$ cat config.mk
export PLATFORM = sky130hd
export DESIGN_NAME = datapath_dump_ctrl
export DESIGN_NICKNAME = d
export VERILOG_FILES = /design/src/rtl/datapath_dump_pkg.sv /design/src/rtl/dump_out_slice.sv /design/src/rtl/datapath_dump_ctrl.sv
export SDC_FILE = /design/constraint.sdc
export NUM_CORES = 1
export LEC_CHECK = 0
export BUFFER_PORTS_ARGS = -buffer_cell sky130_fd_sc_hd__buf_2
export CORE_MARGIN = 5
export CORE_UTILIZATION = 47
export DETAILED_ROUTE_END_ITERATION = 10
export MAX_ROUTING_LAYER = met4
export PLACE_DENSITY = 0.85
export SYNTH_ARGS = -nofsm -noshare
export SYNTH_HDL_FRONTEND = slang
export SYNTH_SLANG_ARGS = --single-unit
$ cat constraint.sdc
create_clock -name clk -period 2.4 [get_ports clk]
set_clock_uncertainty 0.05 [all_clocks]
set_input_delay 0.24 -clock clk [delete_from_list [all_inputs] [get_ports clk]]
set_output_delay 0.24 -clock clk [all_outputs]
set_load 0.1 [all_outputs]
$ cat src/rtl/datapath_dump_pkg.sv
// datapath_dump_pkg: stream tags, halt causes and FSM states shared by the dump controller
package datapath_dump_pkg;

   localparam logic [1:0] TAG_PC  = 2'd0;
   localparam logic [1:0] TAG_REG = 2'd1;
   localparam logic [1:0] TAG_MEM = 2'd2;
   localparam logic [1:0] TAG_END = 2'd3;

   localparam logic [1:0] CAUSE_NONE    = 2'd0;
   localparam logic [1:0] CAUSE_HALT    = 2'd1;
   localparam logic [1:0] CAUSE_TIMEOUT = 2'd2;

   typedef enum logic [2:0] {
      S_RUN,
      S_DUMP_REG,
      S_DUMP_MEM,
      S_END,
      S_DONE
   } state_t;

endpackage

$ cat src/rtl/dump_out_slice.sv
// dump_out_slice: registered valid/ready stage that holds data and tag steady under back-pressure
module dump_out_slice
   import datapath_dump_pkg::*;
#(
   parameter int DATA_W = 32
) (
   input  logic              clk,
   input  logic              reset,
   input  logic              in_valid,
   output logic              in_ready,
   input  logic [DATA_W-1:0] in_data,
   input  logic [1:0]        in_tag,
   output logic              out_valid,
   input  logic              out_ready,
   output logic [DATA_W-1:0] out_data,
   output logic [1:0]        out_tag
);

   logic              valid_q, valid_d;
   logic [DATA_W-1:0] data_q, data_d;
   logic [1:0]        tag_q, tag_d;

   assign in_ready = ~valid_q | out_ready;

   // Load a new word whenever the register is empty or being drained this cycle
   always_comb begin
      valid_d = in_ready ? in_valid : valid_q;
      data_d  = (in_valid & in_ready) ? in_data : data_q;
      tag_d   = (in_valid & in_ready) ? in_tag : tag_q;
   end

   // Output register; reset leaves the stream idle and zeroed
   always_ff @(posedge clk or posedge reset) begin
      if (reset) begin
         valid_q <= 1'b0;
         data_q  <= '0;
         tag_q   <= TAG_PC;
      end else begin
         valid_q <= valid_d;
         data_q  <= data_d;
         tag_q   <= tag_d;
      end
   end

   assign out_valid = valid_q;
   assign out_data  = data_q;
   assign out_tag   = tag_q;

endmodule

$ cat src/rtl/datapath_dump_ctrl.sv
// datapath_dump_ctrl: PC trace while running, then register/memory/END dump on halt or timeout
module datapath_dump_ctrl
   import datapath_dump_pkg::*;
#(
   parameter int                    DATA_W         = 32,
   parameter int                    NUM_REGS       = 32,
   parameter int                    RF_ADDR_W      = 5,
   parameter int                    MEM_ADDR_W     = 16,
   parameter logic [MEM_ADDR_W-1:0] MEM_BASE       = MEM_ADDR_W'('h4000),
   parameter int                    MEM_WORDS      = 4,
   parameter int                    TIMEOUT_CYCLES = 64,
   parameter logic [DATA_W-1:0]     HALT_INST      = '0,
   parameter bit                    TRACE_PC       = 1'b1
) (
   input  logic                  clk,
   input  logic                  reset,
   input  logic [DATA_W-1:0]     pc,
   input  logic [DATA_W-1:0]     inst,
   output logic                  stall,
   output logic [RF_ADDR_W-1:0]  rf_raddr,
   input  logic [DATA_W-1:0]     rf_rdata,
   output logic [MEM_ADDR_W-1:0] mem_raddr,
   input  logic [DATA_W-1:0]     mem_rdata,
   output logic                  out_valid,
   input  logic                  out_ready,
   output logic [DATA_W-1:0]     out_data,
   output logic [1:0]            out_tag,
   output logic                  done,
   output logic [1:0]            halt_cause
);

   localparam int IDX_MAX = (NUM_REGS > MEM_WORDS) ? NUM_REGS : MEM_WORDS;
   localparam int IW      = (IDX_MAX > 0) ? $clog2(IDX_MAX + 1) : 1;
   localparam int CW      = $clog2(TIMEOUT_CYCLES + 1);

   localparam logic [IW-1:0] LAST_REG = IW'((NUM_REGS > 0) ? NUM_REGS - 1 : 0);
   localparam logic [IW-1:0] LAST_MEM = IW'((MEM_WORDS > 0) ? MEM_WORDS - 1 : 0);
   localparam logic [CW-1:0] CNT_LAST = CW'(TIMEOUT_CYCLES - 1);
   localparam logic [CW-1:0] CNT_MAX  = CW'(TIMEOUT_CYCLES);

   // Empty phases are skipped by choosing the next populated state up front
   localparam state_t AFTER_RUN = (NUM_REGS > 0) ? S_DUMP_REG : (MEM_WORDS > 0) ? S_DUMP_MEM : S_END;
   localparam state_t AFTER_REG = (MEM_WORDS > 0) ? S_DUMP_MEM : S_END;

   state_t            state_q, state_d;
   logic [IW-1:0]     idx_q, idx_d;
   logic [CW-1:0]     cnt_q, cnt_d;
   logic [1:0]        cause_q, cause_d;
   logic              done_q, done_d;
   logic              src_valid, src_ready;
   logic [DATA_W-1:0] src_data;
   logic [1:0]        src_tag;
   logic              halt_hit, timeout_hit;

   assign halt_hit    = (inst == HALT_INST);
   assign timeout_hit = (cnt_q == CNT_LAST);

   // Next-state, counters and the word offered to the output stage
   always_comb begin
      state_d   = state_q;
      idx_d     = idx_q;
      cnt_d     = cnt_q;
      cause_d   = cause_q;
      done_d    = done_q | (out_valid & out_ready & (out_tag == TAG_END));
      src_valid = 1'b0;
      src_data  = '0;
      src_tag   = TAG_PC;
      rf_raddr  = '0;
      mem_raddr = '0;
      stall     = 1'b1;
      case (state_q)
         S_RUN: begin
            stall     = out_valid & ~out_ready;
            src_valid = TRACE_PC;
            src_data  = pc;
            if (!stall) begin
               cnt_d   = (cnt_q == CNT_MAX) ? cnt_q : cnt_q + 1'b1;
               cause_d = halt_hit ? CAUSE_HALT : timeout_hit ? CAUSE_TIMEOUT : cause_q;
               state_d = (halt_hit | timeout_hit) ? AFTER_RUN : S_RUN;
            end
         end
         S_DUMP_REG: begin
            rf_raddr  = RF_ADDR_W'(idx_q);
            src_valid = 1'b1;
            src_data  = rf_rdata;
            src_tag   = TAG_REG;
            if (src_ready) begin
               idx_d   = (idx_q == LAST_REG) ? '0 : idx_q + 1'b1;
               state_d = (idx_q == LAST_REG) ? AFTER_REG : S_DUMP_REG;
            end
         end
         S_DUMP_MEM: begin
            mem_raddr = MEM_BASE + MEM_ADDR_W'(idx_q);
            src_valid = 1'b1;
            src_data  = mem_rdata;
            src_tag   = TAG_MEM;
            if (src_ready) begin
               idx_d   = (idx_q == LAST_MEM) ? '0 : idx_q + 1'b1;
               state_d = (idx_q == LAST_MEM) ? S_END : S_DUMP_MEM;
            end
         end
         S_END: begin
            src_valid = 1'b1;
            src_data  = DATA_W'({cause_q, cnt_q});
            src_tag   = TAG_END;
            state_d   = src_ready ? S_DONE : S_END;
         end
         default: ;
      endcase
   end

   // Controller state; reset aborts any dump in progress
   always_ff @(posedge clk or posedge reset) begin
      if (reset) begin
         state_q <= S_RUN;
         idx_q   <= '0;
         cnt_q   <= '0;
         cause_q <= CAUSE_NONE;
         done_q  <= 1'b0;
      end else begin
         state_q <= state_d;
         idx_q   <= idx_d;
         cnt_q   <= cnt_d;
         cause_q <= cause_d;
         done_q  <= done_d;
      end
   end

   dump_out_slice #(.DATA_W(DATA_W)) u_slice (
      .clk       (clk),
      .reset     (reset),
      .in_valid  (src_valid),
      .in_ready  (src_ready),
      .in_data   (src_data),
      .in_tag    (src_tag),
      .out_valid (out_valid),
      .out_ready (out_ready),
      .out_data  (out_data),
      .out_tag   (out_tag)
   );

   assign done       = done_q;
   assign halt_cause = cause_q;

endmodule

==> metrics.yaml <==
cells_and_area:
  final_area_mm2: 0.00436
  num_antenna_cells: 0
  area_delta_synth_final_pct: 37.9
  drive_gt1_share_pct: 41.3
  nets: 656
global_routing:
  grt_pass1_vias: 3256
  track_usage_pct: 22.4
  grt_max_degree: 39
  grt-busiest-layer: "met2"
  antenna_found_initial: 0
  grt_pass1_wl_um: 15000
  grt-ovfl-total: 0
  met2_usage_pct: 39.8
  grt_use_met1_pct: 25.4
  globalRouteMet3Util_pct: 4.17
synth:
  synth_top_area_share_pct: 42.7
  synth.most_common_cell: "nand2_1"
  synth_area_leaders: "dfrtp_1 (43%), nand2_1 (8.0%), mux2i_1 (7.9%)"
  synth_area_mm2: 0.00316
  synth_seq_cells: 54
  yosys_most_used_dff: "dfrtp_1"
  synth_edf_count: 0
  ys_seq_area_share_pct: 42.7
  synth_area_per_cell_um2: 9.06
  netlist_instances: 349
  yosys-top-cells-count: "nand2_1 (67), dfrtp_1 (54), o21ai_0 (29)"
  yosysUniqueCellTypes: 42
  async_flop_share_pct: 100
  ys.warnings.count: 0
  synth_top_area_cell: "dfrtp_1"
floorplan:
  io_pins: 191
  core_mm2: 0.00646
  num_rows: 29
  die_w_um: 92.0
  fp.dieArea_mm2: 0.00847
  die_h_um: 92.0
  start_util_pct: 49.0
timing:
  min_period_ns: 2.14
  maxSlewHeadroom_pct: 65.0
  max_freq_ghz: 0.468
  rsz0062_at_grt: "no"
  setup-violations-final: 0
  whs_ns: 0.162
  slew_violations: 0
  worst_pin_slew_ns: 0.523
  finalCritPeriodShare_pct: 89.1
  final-hold-violation-count: 0
setup_path:
  worstReg2RegEnd: "u_slice.out_data[2]"
  critPathTopFamily: "flip-flops"
  max_stage_delay_ns: 0.55
  crit_buf_inv: 1
  reg2regPathDepth: 4
  path_class: "flop to primary output"
  end_kind: "primary output"
  slowest_stage: "dfrtp_2"
  regToRegStartpoint: "state_q[0]"
  path_cells: "nand2b_1, nor2_2, buf_2"
  r2r_setup_slack_ns: 0.56
  cp-start-kind: "flop"
  worst_ep_required_time_ns: 2.11
  cp_max_fo: 18
  arrival_ns: 1.85
detailed_routing:
  drc: 0
  drt_first_pass_iters: 4
  wl_per_cell_um: 15.3
  drt_iter0_drc: 114
  drt_wl_total_um: 9210
  num_vias: 3142
  via_per_inst: 5.24
  ant_nets: 0
pwr:
  switching_share_pct: 27.3
  power_frac_comb_pct: 16.7
  clkPwrFrac_pct: 33.2
  p_per_area_mw_per_mm2: 422
  p_leak_nw: 2.19
  ir_worst_vdd_uv: 225
  p_sw_mw: 0.503
  p_int_mw: 1.34
  seq_power_share_pct: 50.0
cts:
  clk_latency_ns: 0.31
  cts_setup_buffers: 0
  cts_tree: "yes"
  numClockSinks: 54
  holdBufCountCts: 1
  h-tree-depth: 2
  cts_resized: 0
  numCtsBuffers: 5
  root_buffer: "clkbuf_8"
  clk_pin_slew_worst_paths_ns: 0.10
  cts.path.max_buffers: 2
hold_path:
  hold_path_end: "done"
  min_path_type: "input pin to flop"
  min_delay_path_depth: 2
  hp-start: "out_ready"
placed_design:
  place.port_buffers: 181
  gp_congestion: 0.848
  hpwl_um: 7480
  place_area_mm2: 0.00424
status:
  outcome: "completed"
run:
  drv_cap: 0
-- logic make-up after synthesis --
| group | share of synthesized area, % |
|---|---|
| simple gates | 21.4 |
| xor+xnor | 1.94 |
| fa+ha+maj | 1.19 |
| other cells | 0.119 |
| flops | 42.7 |
| buf+inv | 6.45 |
| mux | 14.7 |
| compound gates | 11.5 |
-- sequential cells by signal, indices dropped and copies added, names as in the netlist --
| name | flops |
|---|---|
| u_slice.out_data | 32 |
| cnt_q | 7 |
| idx_q | 6 |
| state_q | 3 |
| halt_cause | 2 |
| u_slice.out_tag | 2 |
| done | 1 |
| u_slice.out_valid | 1 |
-- power by group through the flow --
stage          clock, mW  combinational (mW)  sequential [mW]
6_report           0.612               0.308            0.921
5_1_grt            0.666               0.333            0.923
4_1_cts            0.624               0.310            0.922
3_5_place_dp           0               0.308            0.940
3_3_place_gp           0               0.303            0.939
2_1_floorplan          0               0.131            0.996
-- metrics by stage --
| stage | setup TNS (ns) | power, mW | worst slack (ns) | util, % | instances |
|---|---|---|---|---|---|
| floorplan | -2.52 | 1.13 | -0.609 | - | 357 |
| global placement | 0 | 1.24 | 0.639 | 65.6 | 591 |
| detailed placement | 0 | 1.25 | 0.567 | 65.6 | 591 |
| CTS | 0 | 1.86 | 0.260 | 67.5 | 600 |
| global route | 0 | 1.92 | 0.182 | 67.5 | 600 |
| finish | 0 | 1.84 | 0.263 | 67.5 | 600 |
-- area by class of cell --
cell class	count	area (um^2)
fill	507	2100
multi-input combinational	263	1640
sequential	54	1360
timing repair buffer	189	1120
tap	77	96.3
clock buffer	5	68.8
clock inverter	3	45.0
inverter	9	33.8
-- how the worst max path moves through the flow --
stage / startpoint / end / slack, ns / cells after the start
finish: state_q[0] / mem_raddr[14] / 0.26 / 3
CTS: state_q[0] / mem_raddr[14] / 0.26 / 3
detailed placement: state_q[0] / idx_q[5] / 0.57 / 4
floorplan: state_q[0] / mem_raddr[1] / -0.61 / 3
global placement: state_q[1] / u_slice.out_data[18] / 0.64 / 5
global route: state_q[0] / mem_raddr[14] / 0.18 / 3
-- routing by layer --
metal,wire length [um],vias up,part of all wire [%]
met5,0,-,0
met4,212,0,2.3
met3,692,21,7.5
met2,4770,141,52
met1,3540,1446,38
li1,-,1534,-
-- cells in the final DEF, fill, tap and decap left out, types with 6 or more instances in the layout --
cell type / netlist / layout
inv_1: 9 / 8
mux4_2: 9 / 9
a21oi_1: 23 / 23
o21ai_0: 29 / 29
conb_1: 1 / 9
mux2i_1: 25 / 25
buf_4: 12 / 6
dfrtp_1: 54 / 51
buf_2: 7 / 172
nor2_1: 28 / 27
and3_1: 7 / 7
nand2_1: 67 / 66
buf_12: 0 / 10
nor4_1: 8 / 8
Note: power is estimated with default switching activity, not from simulation.
